--- config.mk ---
export PLATFORM = sky130hd
export DESIGN_NAME = pipe_cla_adder
export DESIGN_NICKNAME = d
export VERILOG_FILES = /design/src/rtl/cla_pkg.sv /design/src/rtl/cla_group.sv /design/src/rtl/pipe_cla_adder.sv
export SDC_FILE = /design/constraint.sdc
export NUM_CORES = 1
export LEC_CHECK = 0
export CAP_MARGIN = 20
export CORE_MARGIN = 4
export CORE_UTILIZATION = 54
export CTS_BUF_LIST = sky130_fd_sc_hd__clkbuf_4 sky130_fd_sc_hd__clkbuf_8
export CTS_CLUSTER_SIZE = 8
export DETAILED_ROUTE_END_ITERATION = 7
export GPL_TIMING_DRIVEN = 0
export PLACE_DENSITY_LB_ADDON = 0.2
export SYNTH_ARGS = -nofsm -noshare
export SYNTH_HDL_FRONTEND = slang
export SYNTH_SLANG_ARGS = --single-unit
--- constraint.sdc ---
create_clock -name clk -period 1.9 [get_ports clk]
set_clock_uncertainty 0.15 [all_clocks]
set_input_delay 0.19 -clock clk [delete_from_list [all_inputs] [get_ports clk]]
set_output_delay 0.19 -clock clk [all_outputs]
set_load 0.05 [all_outputs]
--- src/rtl/cla_pkg.sv ---
// cla_pkg: shared constants, mode encoding and helpers for the pipelined
// carry-lookahead adder (pipe_cla_adder, optional ovf port under CLA_OVF_EN).
package cla_pkg;

   localparam int GROUP_W = 4;

   typedef enum logic {
      MODE_ADD = 1'b0,
      MODE_SUB = 1'b1
   } mode_e;

   // Number of lookahead groups for a given operand width.
   function automatic int group_count(input int width);
      return width / GROUP_W;
   endfunction

   // Group generate/propagate of one 4-bit group, returned as {G, P}.
   function automatic logic [1:0] group_gp(input logic [GROUP_W-1:0] g,
                                           input logic [GROUP_W-1:0] p);
      logic grp_g;
      grp_g = g[3] | (p[3] & g[2]) | (p[3] & p[2] & g[1]) | (p[3] & p[2] & p[1] & g[0]);
      return {grp_g, &p};
   endfunction

endpackage

--- src/rtl/cla_group.sv ---
// cla_group: one 4-bit carry-lookahead group. Every internal carry is formed
// directly from g/p/c_in, so there is no ripple inside the group.
module cla_group
   import cla_pkg::*;
(
   input  logic [GROUP_W-1:0] g,
   input  logic [GROUP_W-1:0] p,
   input  logic               c_in,
   output logic [GROUP_W-1:0] sum,
   output logic               grp_g,
   output logic               grp_p
);

   logic [GROUP_W-1:0] c;

   // Bit carries of the group, each a flat sum of products.
   always_comb begin
      c[0] = c_in;
      c[1] = g[0] | (p[0] & c_in);
      c[2] = g[1] | (p[1] & g[0]) | (p[1] & p[0] & c_in);
      c[3] = g[2] | (p[2] & g[1]) | (p[2] & p[1] & g[0]) | (p[2] & p[1] & p[0] & c_in);
   end

   assign sum            = p ^ c;
   assign {grp_g, grp_p} = group_gp(g, p);

endmodule

--- src/rtl/pipe_cla_adder.sv ---
// pipe_cla_adder: two-stage pipelined carry-lookahead adder/subtractor with
// valid/ready handshakes on both sides. Stage 1 registers bit and group g/p;
// stage 2 resolves group carries by lookahead and registers the result.
// Define CLA_OVF_EN to add the registered signed-overflow output ovf.
module pipe_cla_adder #(
   parameter int WIDTH   = 16,
   parameter int GROUP_W = 4
) (
   input  logic             clk,
   input  logic             rst,
   input  logic             in_valid,
   output logic             in_ready,
   input  logic [WIDTH-1:0] a,
   input  logic [WIDTH-1:0] b,
   input  logic             cin,
   input  logic             sub,
   output logic             out_valid,
   input  logic             out_ready,
   output logic [WIDTH-1:0] sum,
`ifdef CLA_OVF_EN
   output logic             ovf,
`endif
   output logic             cout
);

   import cla_pkg::*;

   localparam int NG = group_count(WIDTH);

   if ((WIDTH % GROUP_W) != 0 || WIDTH < 8 || GROUP_W != cla_pkg::GROUP_W) begin : g_bad_cfg
      $error("pipe_cla_adder: WIDTH must be a multiple of 4 and >= 8, GROUP_W must be 4");
   end

   mode_e            mode;
   logic [WIDTH-1:0] b_eff, g_in, p_in;
   logic [NG-1:0]    gg_in, gp_in;
   logic             c_eff;

   logic             s1_valid, s1_cin;
   logic [WIDTH-1:0] s1_g, s1_p;
   logic [NG-1:0]    s1_gg, s1_gp;

   logic             s1_adv, s2_adv;
   logic [NG:0]      grp_c;
   logic [WIDTH-1:0] sum_next;

   // Group G/P are already registered in stage 1; the copies the group
   // instances produce from the same g/p are not needed.
   logic [NG-1:0]    unused_gg, unused_gp;

   assign mode = mode_e'(sub);

   // Stage-1 operand conditioning: subtract is A + ~B + 1, cin ignored.
   always_comb begin
      // NOTE: every variable gets a value on every path before use; a path
      // that leaves one unassigned would infer a latch.
      b_eff = (mode == MODE_SUB) ? ~b : b;
      c_eff = (mode == MODE_SUB) ? 1'b1 : cin;
      g_in  = a & b_eff;
      p_in  = a ^ b_eff;
      gg_in = '0;
      gp_in = '0;
      for (int k = 0; k < NG; k++) begin
         {gg_in[k], gp_in[k]} = group_gp(g_in[k*GROUP_W +: GROUP_W], p_in[k*GROUP_W +: GROUP_W]);
      end
   end

   assign s2_adv   = !out_valid || out_ready;
   assign s1_adv   = !s1_valid || s2_adv;
   assign in_ready = s1_adv;

   // Stage-1 register: captures g/p, group G/P and effective carry-in.
   always_ff @(posedge clk or posedge rst) begin
      if (rst) begin
         s1_valid <= 1'b0;
         s1_cin   <= 1'b0;
         s1_g     <= '0;
         s1_p     <= '0;
         s1_gg    <= '0;
         s1_gp    <= '0;
      end else if (s1_adv) begin
         // NOTE: non-blocking assignments so every flop samples pre-edge values.
         s1_valid <= in_valid;
         if (in_valid) begin
            s1_cin <= c_eff;
            s1_g   <= g_in;
            s1_p   <= p_in;
            s1_gg  <= gg_in;
            s1_gp  <= gp_in;
         end
      end
   end

   // Second-level lookahead: carry into group k is a flat OR of
   // G[j] & P[j+1..k-1] terms plus cin & P[0..k-1]; no group carry feeds another.
   always_comb begin
      logic acc, prod;
      acc      = 1'b0;
      prod     = 1'b1;
      grp_c    = '0;
      grp_c[0] = s1_cin;
      for (int k = 1; k <= NG; k++) begin
         acc  = 1'b0;
         prod = 1'b1;
         for (int j = k - 1; j >= 0; j--) begin
            acc  = acc | (s1_gg[j] & prod);
            prod = prod & s1_gp[j];
         end
         grp_c[k] = acc | (s1_cin & prod);
      end
   end

   for (genvar k = 0; k < NG; k++) begin : g_grp
      cla_group u_grp (
         .g     (s1_g[k*GROUP_W +: GROUP_W]),
         .p     (s1_p[k*GROUP_W +: GROUP_W]),
         .c_in  (grp_c[k]),
         .sum   (sum_next[k*GROUP_W +: GROUP_W]),
         .grp_g (unused_gg[k]),
         .grp_p (unused_gp[k])
      );
   end

   // Stage-2 register: result held stable while downstream stalls.
   always_ff @(posedge clk or posedge rst) begin
      if (rst) begin
         out_valid <= 1'b0;
         sum       <= '0;
         cout      <= 1'b0;
`ifdef CLA_OVF_EN
         ovf       <= 1'b0;
`endif
      end else if (s2_adv) begin
         out_valid <= s1_valid;
         if (s1_valid) begin
            sum  <= sum_next;
            cout <= grp_c[NG];
`ifdef CLA_OVF_EN
            // Carry into the MSB is recovered as sum[MSB] ^ p[MSB].
            ovf  <= sum_next[WIDTH-1] ^ s1_p[WIDTH-1] ^ grp_c[NG];
`endif
         end
      end
   end

endmodule

## Yosys cells after proc, flatten, opt, wreduce, memory -nomap -nowiden

Index checks and enable logic that the tools add are counted.

- Register bits: 59
- Word-level logic and storage cells: 146
- Bits of input ports: 38

- Bitwise gates (word level): 125
- Reductions and logical operators: 10
- Mux-type cells: 2

Operators by type and width:

| kind | count |
|---|---|
| $and A1 B1 Y1 | 72 |
| $or A1 B1 Y1 | 46 |
| $and A16 B16 Y16 | 1 |
| $mux W16 | 1 |
| $not A16 Y16 | 1 |
| $reduce_and A4 Y1 | 4 |
| $xor A16 B16 Y16 | 1 |
| $xor A4 B4 Y4 | 4 |
| $reduce_and A2 Y1 | 2 |
| $logic_not A1 Y1 | 2 |
| $logic_or A1 B1 Y1 | 2 |
| $mux W1 | 1 |

## Logic depth before layout (Yosys ltp)

- Depth after elaboration: 7
- Gate-level depth with buffers: 8

## By module

A second synthesis with hierarchy kept.

- Cells, all modules: 254
- Area, all modules: 3169.3 um^2

Modules (own cells, without submodules):

| module | cells an instance | area each (um^2) | instances |
|---|---|---|---|
| pipe_cla_adder | 198 | 2763.9 | 1 |
| cla_group | 14 | 101.3 | 4 |

## Least setup slack after synthesis

OpenSTA, ideal clock, no wires.

- Path type: register to register
- From: register out_valid
- To: register s1_p[10]
- Stages on the path, launching flop included: 5
- Setup slack: -464 ps
- Buffers on the path: 1
- Data arrival time: 2090 ps
- Setup time: 125 ps
- Period minus slack after synthesis: 2364 ps
- Required time: 1625 ps
- Path through: dfrtp_1 nand3b_1 nand2_2 buf_4 mux2_2

- Word-level cells in the longest chain between the ends: 4

Ends and longest elaborated chain:

| item | RTL line | RTL |
|---|---|---|
| from (decl) | pipe_cla_adder.sv:17 | `output logic out_valid,` |
| from (signal assigned) | pipe_cla_adder.sv:134 | `out_valid <= s1_valid;` |
| $logic_not A1 Y1 | pipe_cla_adder.sv:68 | `assign s2_adv = !out_valid \|\| out_ready;` |
| $logic_or A1 B1 Y1 | pipe_cla_adder.sv:68 |  |
| $logic_or A1 B1 Y1 | pipe_cla_adder.sv:69 | `assign s1_adv = !s1_valid \|\| s2_adv;` |
| named net in_ready | pipe_cla_adder.sv:12 | `output logic in_ready,` |
| $reduce_and A2 Y1 (no line) | n/a |  |
| to (signal assigned) | pipe_cla_adder.sv:87 | `s1_p <= p_in;` |
| to (decl) | pipe_cla_adder.sv:40 | `logic [WIDTH-1:0] s1_g, s1_p;` |

The timed path passes the listed nets, and every way through them passes these cells.
A chain may end at the register's enable or synchronous reset.

## Worst setup path in the final report

- From: register sum[11]
- To: output port sum[11]

RTL lines:

| item | RTL line | RTL |
|---|---|---|
| from (decl) | pipe_cla_adder.sv:19 | `output logic [WIDTH-1:0] sum,` |
| from (signal assigned) | pipe_cla_adder.sv:136 | `sum <= sum_next;` |

No word-level cell between the ends.

==> results.toml <==
[synthesis]
synth_mux_area_frac = 0.116
synth-simple-area-share = 0.109
ys_top_cells_by_area = "dfrtp_1, mux2_2, ha_1"
synthTopCellsByCount = "dfrtp_1, nand2_1, mux2_2"
synthXorXnorAreaFrac = 0.0616
yosys.cell_types.count = 42
yosys.area.top_type_share = 0.469
synth_compound_area_frac = 0.127
synthesis.area_mm2 = 0.00299
synth_adder_area_share = 0.0838
async_reset_ff_frac = 1.00
synthesis.nets = 326
synth_top_family_by_area = "compound AO/OA/AOI/OAI gates"
synth_cells = 268
yosysMostFrequentCell = "dfrtp_1"
ys_seq_area_frac = 0.469
yosysWarnings = 0
synth-edff-count = 0
synth_flop_cell = "dfrtp_1"
avgSynthCellArea_um2 = 11.1
ys_ff_latch = 56
yosys.area.top_type = "dfrtp_1"

[setup_path]
crit_slowest_cell = "clkdlybuf4s50_1"
critPathRequiredTime_ns = 1.56
startpoint_type = "flop"
critPathKind = "reg2out"
cp.buffers_inverters = 1
cp.arrival_ns = 1.52
crit_start = "sum[11]"
crit_family = "buffers and inverters"
end_kind = "primary output"
path_cells = "clkdlybuf4s50_1"
cpPeakStageDelay_ns = 0.81
cp_max_fo = 2
timing.rr.start = "s1_cin"
ff2ff_setup_slack_ns = 0.13

[timing]
finalHoldViolCount = 0
fmax_ghz = 0.539
setup_viol = 0
slew-limit-headroom = 0.608
period_share = 0.976
worstMarginPinSlew_ns = 0.588
fin_crit_ns = 1.86
drv_slew = 0
holdWs_ns = 0.0106

[power]
power_mw = 4.19
p_per_area_mw_per_mm2 = 1110
peakVddDrop_mv = 0.820
p_leak_nw = 1.75

[detailed_routing]
routed_wl_mm = 6.32
vias = 2279
antenna_left = 0
wl_per_cell_um = 15.6
viasPerCell = 5.64
drc_errors = 0
drt_pass1_iterations = 4
first_iter_violations = 115

[clock_network]
clockBufferDepth = 2
clk_latency_ns = 0.31
cts_buffers = 5
root_buffer = "clkbuf_8"
h-tree-depth = 2
clkTransAtPathRegs_ns = 0.10
clock_sinks = 56
cts_tree = "yes"

[run]
cap_violations = 0

[final_layout]
antenna_cells = 0
drive_gt1_frac = 0.177
final_cells = 404
area_delta_synth_final_pct = 26.5
nNetsFinal = 391

[status]
status = "finished, final reports clean"

[die]
start_util = 0.570
rows = 26
io_pins = 57
coreArea_mm2 = 0.00524
die_area_mm2 = 0.00678
die_w_um = 82.4
die_h_um = 82.4

[placed_design]
place_congestion = 0.788
io_buffers = 55
hpwlAfterDp_mm = 4.73
dp_cells = 394

[grt]
grt.total_usage = 0.205
grt_pass1_wl_mm = 10.5
gr-total-overflow = 0
antenna_found_initial = 0
first_global_vias = 2252
grt_max_degree = 42

[hold_path]
hp-class = "in2async"
metal layers:
| layer | global-route usage | vias up | wire, µm |
|---|---|---|---|
| met4 | 0.0814 | 0 | 84 |
| met3 | 0.0293 | 8 | 386 |
| met2 | 0.352 | 62 | 3140 |
| met5 | 0 | - | 0 |
| li1 | - | 1092 | - |
| met1 | 0.260 | 1117 | 2700 |
area by class of cell:
cell class,instances,area [µm²]
tap,70,87.6
buffer,11,80.1
inverter,7,26.3
sequential,56,1400
timing repair buffer,58,586
clock inverter,2,10.0
fill,394,1460
clock buffer,6,82.6
multi-input combinational,194,1500
cells in the final DEF (no fill, tap or decap), types with 2 or more instances in the layout:
master           Yosys  final
buf_6                3      4
o21ai_1              1      2
nor2_1               8      8
nor2b_1              2      2
a21o_1              11     11
nand3_1              5      5
ha_1                20     20
a211oi_1             3      3
clkbuf_1             2      2
dfrtp_2              0      2
clkinv_2             0      2
a21oi_1             10     10
or4_1                4      4
buf_4                1      2
xor2_1              20     20
mux2_2              28     27
dfrtp_1             56     54
clkbuf_8             0      6
o2111ai_1            3      3
clkdlybuf4s50_1      0     54
buf_2                5      4
mux2i_1              3      3
nand4_1              5      5
inv_1                7      6
o21ai_0             21     20
nand2_1             30     30
path summary, 6_finish.rpt:
| path | end | depth (start not counted) |
|---|---|---|
| max in group asynchronous | s1_cin | 3 |
| min in group clk | s1_cin | 3 |
| max | sum[11] | 1 |
| min | sum[14] | 2 |
| max reg2reg | sum[13] | 7 |
| min reg2reg | sum[12] | 2 |
report_power, final:
group | internal [mW] | total (mW) | switching (mW)
registers | 1.49 | 1.73 | 0.235
logic | 0.739 | 1.78 | 1.04
clock network | 0.292 | 0.680 | 0.388
flip-flops by register name, summed over array words and instances (netlist names), 4 cells and up:
register,count
sum,16
s1_gp,4
s1_g,12
s1_p,16
s1_gg,4
through the flow:
step / worst slack [ns] / cell area, µm² / utilization / TNS (ns)
floorplan: -0.209 / 3000 / - / -4.99
global placement: -0.993 / 3640 / 0.694 / -47.86
detailed placement: -0.291 / 3660 / 0.698 / -2.17
CTS: 0.0125 / 3760 / 0.717 / 0
global route: -0.000488 / 3780 / 0.721 / -0.000488
finish: 0.0448 / 3780 / 0.721 / 0
timing repair:
action / in CTS / in global routing
resized for setup: 2 / 5
endpoints found under the setup margin: 2 / 3
hold buffers: 0 / 0
pin swaps: 1 / 1
setup buffers: 0 / 2
cloned: 0 / 0
kinds of logic after synthesis:
kind of cell / Yosys count
buffers and inverters: 18
adders and majority gates: 20
AOI/OAI and AO/OA: 58
DFF: 56
and+or+nand+nor: 64
muxes: 31
xor gates and xnor gates: 21
Power figures use the tool's default switching activity.
==> edit 1 (config.mk and constraints unchanged) <==
Reset style: synchronous (`rst`), changed in 2 clocked blocks.
--- a/src/rtl/pipe_cla_adder.sv
+++ b/src/rtl/pipe_cla_adder.sv
@@ -70,7 +70,7 @@
    assign in_ready = s1_adv;
 
    // Stage-1 register: captures g/p, group G/P and effective carry-in.
-   always_ff @(posedge clk or posedge rst) begin
+   always_ff @(posedge clk) begin
       if (rst) begin
          s1_valid <= 1'b0;
          s1_cin   <= 1'b0;
@@ -122,7 +122,7 @@
    end
 
    // Stage-2 register: result held stable while downstream stalls.
-   always_ff @(posedge clk or posedge rst) begin
+   always_ff @(posedge clk) begin
       if (rst) begin
          out_valid <= 1'b0;
          sum       <= '0;
Function: differs if rst is asserted again (counterexample within 4 cycles, from zero or initial values and one cycle with rst high); with rst held inactive, the same outputs for 10 cycles.
==> edit 1 against the original RTL <==
  * Setup slack improved by 38 ps
  * Cell count increased by 20%
  * Die area decreased by 3.9%
  * Critical path type unchanged
  * Fmax increased by 2.1%
  * Global-route usage increased by 0.94 points
  * Largest cell class unchanged
  * Wire length increased by 5.4%
  * Synthesized area decreased by 4.3%
  * Sequential cell count unchanged
  * Final area decreased by 4.6%
Power is not compared: it rests on default switching activity, and its combinational part moved more than twofold at a synthesized area within 25%.
==> edit 1: results (changes against the original RTL) <==
nNetsFinal: 472  # +21%
first_iter_violations: 169  # +47%
reg2reg_depth: 5  # -2
slowest_delay_ps: 820
multi_input_area_share_pct: 45.3  # +5.6 points
timing.rr.start: "out_valid$_SDFFE_PP0P_"
buffers: 75  # +8.7%
hp-start: "sub"
regArea_um2: 1120  # -20%
drive_gt1_share_pct: 8.43  # -9.2 points
grt_max_degree: 19  # -55%
worstSetupStartpoint: "sum[7]$_SDFFE_PP0P_"
grtUsageMet3_pct: 3.66  # +0.73 points
multi_input_gates: 271  # +40%
ys_top_cells_by_area: "dfxtp_1, nand2_1, a21oi_1"
min_path_type: "primary input to flip-flop"
grt_pass1_wl_um: 11000  # +5.0%
fillCellCount: 443  # +12%
status: "completed"
ys_seq_area_share_pct: 39.2  # -7.7 points
antenna_found_initial: 0  # unchanged
synth_ff_type: "dfxtp_1"
avgRoutedWirePerCell_um: 13.7  # -12%
inverters: 5  # -2
min_delay_path_depth: 3
grtUsageMet1_pct: 27.7  # +1.7 points
seq_power_share_pct: 50.9
hpwl_um: 5460  # +15%
final-nonclk-buf-share_pct: 18.0  # +0.33 points
p_leak_uw: 0.00144
antenna_cells: 0  # unchanged
track_usage_pct: 21.5  # +0.94 points
async_flop_share_pct: 0  # -100 points
synth_cell_types: 42  # unchanged
nClkBuffers: 5  # -1
grt_pass1_vias: 2435  # +8.1%
synthTopCellsByCount: "nand2_1, dfxtp_1, a21oi_1"
synth_nets: 409  # +25%
vias: 2585  # +13%
clk_share_pct: 2.54  # +0.084 points
grtUsageMet2_pct: 37.3  # +2.1 points
worstPathArrival_ps: 1480  # -40 ps
[edit 1: layer usage]
layer,vias to the layer above,wire length [um]
li1,1331,-
met1,1169,3050
met2,79,3090
met3,6,456
met4,0,61
met5,-,0
[edit 1: worst paths after layout]
check                          to  slack, ps
max reg2reg  s1_p[7]$_SDFFE_PP0P_        160
max                        sum[7]         80
min           s1_cin$_SDFFE_PP0P_        170
min reg2reg   sum[0]$_SDFFE_PP0P_        310
[edit 1: per-stage QoR]
step	cell area (um^2)	total power (uW)	setup WS, ps	std cells
final	3600	2570	82.7	485
after global routing	3600	2680	8.18	485
after CTS	3590	2570	42.9	484
after detailed placement	3500	1930	-292	476
after global placement	3500	1910	-261	476
after floorplan	2860	1700	76.9	351
[edit 1: cells by family after synthesis]
group / synth area share [%]
AND/OR/NAND/NOR: 23.9
AO/OA/AOI/OAI: 17.6
flip-flops: 39.2
buffers and inverters: 3.72
XOR/XNOR: 6.44
adder cells (fa/ha/maj): 8.76
multiplexers: 0.350
==> edit 2 (config.mk and constraints unchanged) <==
Without the edit above. Build with the macro `CLA_OVF_EN` defined.
--- a/src/rtl/pipe_cla_adder.sv
+++ b/src/rtl/pipe_cla_adder.sv
@@ -2,6 +2,8 @@
 // valid/ready handshakes on both sides. Stage 1 registers bit and group g/p;
 // stage 2 resolves group carries by lookahead and registers the result.
 // Define CLA_OVF_EN to add the registered signed-overflow output ovf.
+`define CLA_OVF_EN
+
 module pipe_cla_adder #(
    parameter int WIDTH   = 16,
    parameter int GROUP_W = 4
Formal check against the unedited RTL (old outputs only; new: ovf): equivalent (equiv_simple and equiv_induct, registers matched by name and starting in step).
==> edit 2 against the original RTL <==
  * Die area rose by 2.6%
  * Sequential share of layout area fell by 1.4 points
  * Final area rose by 5.8%
  * Combinational power rose by 6%
  * Sequential cell count rose by 1
  * Power rose by 14%
  * Synthesized area rose by 2.8%
  * Clock power rose by 68%
  * Setup slack improved by 7.4 ps
  * Wire length rose by 6.2%
  * Largest power group unchanged
==> edit 2: results (changes against the original RTL) <==
min_path_type: "primary input to async pin"
crit_family: "buffers and inverters"
grt_pass1_vias: 2421  # +7.5%
synthTopCellsByCount: "dfrtp_1, nand2_1, mux2_2"
track_usage_pct: 20.9  # +0.42 points
top_regs: "s1_p: 16 flops, sum: 16 flops, s1_g: 12 flops"
synth_cell_types: 45  # +7.1%
cts_root_buf: "clkbuf_8"
avgRoutedWirePerCell_um: 15.9  # +1.7%
ys_top_cells_by_area: "dfrtp_1, mux2_2, ha_1"
dp_cells: 405  # +2.8%
cts-buffers-inserted: 9  # +4
slowest_stage: "clkdlybuf4s50_1"
clock_latency_ps: 340  # +30 ps
instances_no_fill: 422  # +4.5%
async_flop_share_pct: 100  # unchanged
worst-slew-pin-transition_ps: 569  # -19.1 ps
htree_levels: 3  # +1
grt_max_degree: 37  # -12%
nNetsFinal: 404  # +3.3%
slowest_delay_ps: 810  # about the same
first_iter_violations: 71  # -38%
antenna_cells: 0  # unchanged
vdd_drop_max_mv: 0.645  # -21%
port_buffers: 56  # +1.8%
p_leak_uw: 0.00185  # +5.6%
routabilityCongestion: 0.819  # +4.0%
ys_seq_area_share_pct: 46.5  # -0.49 points
critPathMaxFanout: 2  # unchanged
antenna_found_initial: 0  # unchanged
synth_nets: 334  # +2.5%
status: "completed"
vias: 2304  # +1.1%
drtPass1Iterations: 4  # unchanged
grt_pass1_wl_um: 11600  # +11%
yosysWarnings: 0  # unchanged
hpwl_um: 4920  # +3.9%
clk_pin_slew_worst_paths_ps: 60  # -40 ps
reg2reg_depth: 7  # unchanged
drive_gt1_share_pct: 20.0  # +2.3 points
synthCells: 276  # +3.0%
worstPathArrival_ps: 1510
-- edit 2: path summary, 6_finish.rpt --
path	endpoint	from	slack (ps)
max reg2reg	sum[13]$_DFFE_PP0P_	s1_cin$_DFFE_PP0P_	120
min reg2reg	sum[4]$_DFFE_PP0P_	sum[4]$_DFFE_PP0P_	320
max in group asynchronous	s1_cin$_DFFE_PP0P_	rst	990
max	sum[7]	sum[7]$_DFFE_PP0P_	50
min in group clk	s1_cin$_DFFE_PP0P_	sub	130
min	sum[6]$_DFFE_PP0P_	rst	40
-- edit 2: final cells by class --
type / count / area (um^2)
fill: 395 / 1510
tap: 72 / 90.1
timing repair buffer: 59 / 596
multi-input combinational: 202 / 1570
inverter: 6 / 22.5
buffer: 11 / 88.8
clock inverter: 3 / 40.0
sequential: 57 / 1430
clock buffer: 12 / 159
-- edit 2: power by group --
group          leakage [uW]  total [uW]  internal [uW]  switching, uW
Sequential         0.000698        1760           1530            238
Combinational       0.00105        1890            778           1110
Clock              0.000106        1140            680            457
-- edit 2: through the flow --
| stage | util (%) | worst slack, ps | area (um^2) | total power, uW | hold WS, ps |
|---|---|---|---|---|---|
| final | 72.6 | 52.2 | 4000 | 4790 | 43.2 |
| after global routing | 72.6 | 12.1 | 4000 | 5060 | 108 |
| after global placement | 67.8 | -1040 | 3730 | 3580 | 308 |
| after detailed placement | 68.2 | -293 | 3750 | 3630 | 313 |
| after CTS | 71.9 | 22.8 | 3960 | 4790 | 60.9 |
| after floorplan | - | -209 | 3080 | 3000 | 148 |
-- edit 2: cell families (layout without fill, tap and decap cells) --
| kind of cell | after synthesis | count (layout) | share of synthesized area (%) |
|---|---|---|---|
| AND/OR/NAND/NOR | 71 | 71 | 11.7 |
| AO/OA/AOI/OAI | 59 | 59 | 13.1 |
| flip-flops | 57 | 57 | 46.5 |
| multiplexers | 31 | 31 | 11.2 |
| XOR/XNOR | 21 | 21 | 5.99 |
| adder cells (fa/ha/maj) | 20 | 20 | 8.15 |
| buffers and inverters | 17 | 91 | 3.42 |
-- edit 2: timing repair --
| item | 4_1_cts | 5_1_grt |
|---|---|---|
| buffers inserted | 0 | 2 |
| pin swaps | 1 | 1 |
| setup endpoints to repair | 2 | 5 |
| gates resized for setup | 2 | 7 |
| hold buffers | 0 | 0 |
-- edit 2: routing by layer --
layer | global-route usage (%) | up-vias | wire [um]
met5 | 0 | - | 0
met4 | 8.02 | 0 | 126
met3 | 3.57 | 14 | 279
met2 | 37.2 | 57 | 3360
met1 | 25.2 | 1109 | 2950
li1 | - | 1124 | -
